[src/rtl/fix_to_fp_11_20.sv]
// Signed 32-bit fixed-point to FloPoCo float (11-bit exponent, 20-bit fraction), one transaction at a time.
// Define FIX2FP_LZC_FAST_EN for single-cycle normalisation via a priority encoder; default is iterative shifting.
module fix_to_fp_11_20 #(
  parameter int IN_WIDTH  = 32,
  parameter int FRAC_BITS = 16
) (
  input  logic                clk,
  input  logic                rst,
  input  logic                in_valid,
  output logic                in_ready,
  input  logic [IN_WIDTH-1:0] in_data,
  output logic                out_valid,
  input  logic                out_ready,
  output logic [33:0]         out_data
);

  typedef enum logic [2:0] {IDLE, ABS, NORM, ROUND, DONE} state_t;

  localparam logic [10:0] EXP_BASE = 11'(1023 + 31 - FRAC_BITS);

  state_t      state, state_nxt;
  logic [31:0] mag;
  logic [4:0]  lz;
  logic        sign;

  logic [10:0] exp_c;
  logic [10:0] exp_r;
  logic [20:0] frac_sum;
  logic        rnd_up;

`ifdef FIX2FP_LZC_FAST_EN
  logic [4:0] lz_fast;
  logic       lz_found;

  always_comb begin
    lz_fast  = '0;
    lz_found = 1'b0;
    for (int unsigned i = 0; i < 32; i++) begin
      if (!lz_found && mag[31-i]) begin
        lz_fast  = 5'(i);
        lz_found = 1'b1;
      end
    end
  end
`endif

  assign in_ready  = (state == IDLE);
  assign out_valid = (state == DONE);

  always_ff @(posedge clk or posedge rst) begin
    if (rst) state <= IDLE;
    else     state <= state_nxt;
  end

  always_comb begin
    state_nxt = state;
    case (state)
      IDLE:  if (in_valid) state_nxt = ABS;
      ABS:   state_nxt = (mag == '0) ? DONE : NORM;
`ifdef FIX2FP_LZC_FAST_EN
      NORM:  state_nxt = ROUND;
`else
      NORM:  if (mag[31]) state_nxt = ROUND;
`endif
      ROUND: state_nxt = DONE;
      DONE:  if (out_ready) state_nxt = IDLE;
      default: state_nxt = IDLE;
    endcase
  end

  // Round-to-nearest-even on the normalised magnitude; a carry out of the fraction bumps the exponent.
  always_comb begin
    exp_c    = EXP_BASE - {6'd0, lz};
    rnd_up   = mag[10] & ((|mag[9:0]) | mag[11]);
    frac_sum = {1'b0, mag[30:11]} + {20'd0, rnd_up};
    exp_r    = exp_c + {10'd0, frac_sum[20]};
  end

  // mag first holds the raw operand, then its magnitude, then the normalised value.
  always_ff @(posedge clk or posedge rst) begin
    if (rst) begin
      mag      <= '0;
      lz       <= '0;
      sign     <= 1'b0;
      out_data <= '0;
    end else begin
      case (state)
        IDLE: begin
          if (in_valid) begin
            mag <= in_data;
            lz  <= '0;
          end
        end
        ABS: begin
          sign <= mag[31];
          mag  <= mag[31] ? (~mag + 32'd1) : mag;
          if (mag == '0) out_data <= '0;
        end
        NORM: begin
`ifdef FIX2FP_LZC_FAST_EN
          mag <= mag << lz_fast;
          lz  <= lz_fast;
`else
          if (!mag[31]) begin
            mag <= mag << 1;
            lz  <= lz + 5'd1;
          end
`endif
        end
        ROUND: out_data <= {2'b01, sign, exp_r, frac_sum[19:0]};
        default: ;
      endcase
    end
  end

endmodule
[config.mk]
export PLATFORM = sky130hd
export DESIGN_NAME = fix_to_fp_11_20
export DESIGN_NICKNAME = d
export VERILOG_FILES = /design/src/rtl/fix_to_fp_11_20.sv
export SDC_FILE = /design/constraint.sdc
export NUM_CORES = 1
export LEC_CHECK = 0
export BUFFER_PORTS_ARGS = -buffer_cell sky130_fd_sc_hd__buf_4
export CAP_MARGIN = 20
export CELL_PAD_IN_SITES_DETAIL_PLACEMENT = 0
export CELL_PAD_IN_SITES_GLOBAL_PLACEMENT = 2
export CORE_MARGIN = 2
export CORE_UTILIZATION = 34
export CTS_CLUSTER_SIZE = 16
export DETAILED_ROUTE_END_ITERATION = 10
export GPL_ROUTABILITY_DRIVEN = 0
export PLACE_DENSITY_LB_ADDON = 0.1
export SYNTH_ARGS = -nofsm -noshare
export SYNTH_HDL_FRONTEND = slang
export SYNTH_SLANG_ARGS = --single-unit
[constraint.sdc]
create_clock -name clk -period 3 [get_ports clk]
set_input_delay 0.6 -clock clk [delete_from_list [all_inputs] [get_ports clk]]
set_output_delay 0.6 -clock clk [all_outputs]
set_load 0.03 [all_outputs]
==> impl_metrics.py <==
metrics = {
    "placed_design": {
        "dpl.hpwl_mm": 9.63,
        "dp.cells": 725,
        "portBuffers": 70,
        "dp_worst_setup_slack_ns": 0.352,
        "place_area_sq_um": 5130,
    },
    "global_routing": {
        "grt_pass1_wl_mm": 22.2,
        "grt_overflow": 0,
        "antenna_found_initial": 0,
        "grt_max_degree": 32,
        "track_usage": 0.204,
        "grt_pass1_vias": 3956,
    },
    "yosys": {
        "synthesis.nets": 552,
        "yosysTopAreaCellShare": 0.416,
        "yosysTopAreaCell": "dfrtp_1",
        "async_flop_share": 1.00,
        "ys_seq_area_frac": 0.416,
        "synth_seq_cells": 73,
        "syn_inst": 510,
        "synth_edf_count": 0,
        "syn_avg_cell_area_sq_um": 8.62,
        "ys_warn_count": 0,
        "synth_top_flop_cell": "dfrtp_1",
        "ys_types": 61,
        "synth_area_leaders": "dfrtp_1 42%, nand2_1 5.0%, o21ai_0 4.7%",
        "synth_area_sq_um": 4400,
    },
    "clock_network": {
        "postCtsHoldBufs": 0,
        "cts_tree": "built",
        "cts_buffers": 9,
        "cts_sinks": 73,
        "post_cts_buffers": 0,
        "clk-insertion-delay-late_ns": 0.34,
        "root_buffer": "clkbuf_16",
        "cts.path.max_buffers": 2,
        "clkTransAtPathRegs_ns": 0.06,
        "cts_repair_resize_count": 0,
        "htree_levels": 3,
    },
    "cells_and_area": {
        "multi_input_area_sq_um": 2350,
        "final_area_sq_um": 5450,
        "layout.cells.non_filler": 740,
        "final_common_cell": "buf_4",
        "fillers": 1321,
        "nNetsFinal": 606,
        "final_cell_mix": "89 x buf_4, 73 x dfrtp_1, 58 x nand2_1, 41 x o21ai_0, 38 x nor2_1",
        "area_delta_synth_final_pct": 23.9,
        "drive_above_1_share": 0.211,
        "seq_area_sq_um": 1830,
        "diodes": 0,
    },
    "timing": {
        "timing.final.max_slew_violations": 0,
        "setup_tns_ns": 0,
        "timing_hold_violations_final": 0,
        "max_freq_mhz": 376,
        "skew_ns": 0.00737,
        "period_minus_slack_ns": 2.66,
        "finalCritPeriodShare": 0.886,
        "setup_viol": 0,
        "relSlewSlack": 0.369,
        "rsz0062_at_grt": "false",
        "worst_slack_ns": 0.341,
        "worst_slew_pin_slew_ns": 0.944,
    },
    "drt": {
        "dr.pass1.iters": 5,
        "vias": 4069,
        "drcViolationCount": 0,
        "wl_mm": 13.7,
        "dr.first_iter.drc_count": 237,
        "wire_per_inst_microns": 18.4,
        "final_antenna_net_count": 0,
        "vias_per_cell": 5.50,
    },
    "pwr": {
        "ir_drop_v": 0.000501,
        "powerDensity_nw_per_um2": 1210,
        "power_leakage_uw": 0.00230,
    },
    "min_path": {
        "hold_class": "input pin to asynchronous set/reset pin",
    },
    "run_status": {
        "status": "complete, no violations",
    },
    "floorplan": {
        "start_util": 0.348,
        "rows": 41,
        "dieArea_sq_um": 13900,
        "core_sq_um": 12600,
        "ios": 72,
        "die_w_microns": 118,
        "fp.dieH_microns": 118,
    },
    "critical_path": {
        "r2r_cells": 9,
        "crit_path_max_fanout": 7,
        "crit_path_end": "out_data[24]$_DFFE_PP0P_",
        "worstPathArrival_ns": 2.89,
        "path_class": "flop to flop",
        "end_kind": "flop",
        "crit_path_start": "mag[11]$_DFFE_PP0P_",
        "worstPathRequired_ns": 3.23,
        "timing.rr.start": "mag[11]$_DFFE_PP0P_",
        "timing.rr.end": "out_data[24]$_DFFE_PP0P_",
        "cp-start-kind": "flop",
        "regToRegSetupSlack_ns": 0.34,
    },
    "flow_run": {
        "cap_violations": 0,
    },
}
kinds of logic after synthesis:
group                    after synthesis  share of synthesized area
buffers and inverters                 56                     0.0532
AND/OR/NAND/NOR                      201                      0.240
XOR/XNOR                              27                     0.0538
other                                  1                   0.000853
flip-flops                            73                      0.416
multiplexers                           4                    0.00911
AO/OA/AOI/OAI                        142                      0.210
adder cells (fa/ha/maj)                6                     0.0171
metal layers:
metal | global-route usage | share of wire | vias to the layer above
li1 | - | - | 1961
met5 | 0 | 0 | -
met1 | 0.280 | 0.46 | 1979
met2 | 0.328 | 0.48 | 122
met4 | 0.0414 | 0.0054 | 0
met3 | 0.0494 | 0.053 | 7
stage by stage:
step / hold slack (ns) / util / power, uW
6_report: 0.370 / 0.431 / 6600
5_1_grt: 0.422 / 0.431 / 7140
3_3_place_gp: 0.470 / 0.407 / 5460
3_5_place_dp: 0.478 / 0.407 / 5490
4_1_cts: 0.399 / 0.431 / 6660
2_1_floorplan: 0.460 / - / 4280
power breakdown:
part / leakage, uW / internal, uW / switching (uW)
clock: 0.000153 / 745 / 404
sequential: 0.000908 / 1420 / 580
combinational: 0.00124 / 1350 / 2100
sequential cells by signal, summed over array words and instances, names as in the netlist:
signal and flops:
sign 1, state 3, mag 32, lz 5, out_data 32
synthesized netlist by cell type, types with 3 or more instances:
cell,number
a21o_1,4
a21oi_1,14
a221o_1,3
a221oi_1,17
a222oi_1,3
a22o_1,6
a22oi_1,5
a31oi_1,4
and2_1,4
and3_1,6
and4_1,3
buf_2,7
clkbuf_1,36
dfrtp_1,73
ha_1,6
inv_1,8
mux2i_1,4
nand2_1,58
nand2b_1,6
nand3_1,13
nand4_1,8
nor2_1,38
nor2b_1,3
nor3_1,27
o21ai_0,41
o21ai_1,23
o22ai_1,8
o31ai_1,3
or3_1,10
or4_1,4
or4_4,3
xnor2_1,15
xor2_1,12
worst min path at each step:
stage,startpoint,endpoint,slack (ns)
2_1_floorplan,sign$_DFFE_PP0P_,out_data[31]$_DFFE_PP0P_,0.46
3_3_place_gp,out_data[19]$_DFFE_PP0P_,out_data[19]$_DFFE_PP0P_,0.47
3_5_place_dp,out_data[10]$_DFFE_PP0P_,out_data[10]$_DFFE_PP0P_,0.48
4_1_cts,rst,state[0]$_DFFE_PP0P_,0.40
5_1_grt,rst,state[0]$_DFFE_PP0P_,0.42
6_report,rst,state[0]$_DFFE_PP0P_,0.37
cell type report:
class | count | area share
multi-input combinational | 381 | 0.432
sequential | 73 | 0.335
timing repair buffer | 91 | 0.130
clock buffer | 12 | 0.0453
tap | 172 | 0.0395
clock inverter | 3 | 0.0119
inverter | 8 | 0.00551
critical path: stages, from the launching register on:
cell	delay, ns
dfrtp_1	0.45
and2_1	0.18
ha_1	0.20
and4_1	0.41
and4_1	0.29
nand4_1	0.22
ha_1	0.28
nand4_1	0.09
ha_1	0.24
a22o_1	0.19
Power figures use the tool's default switching activity.
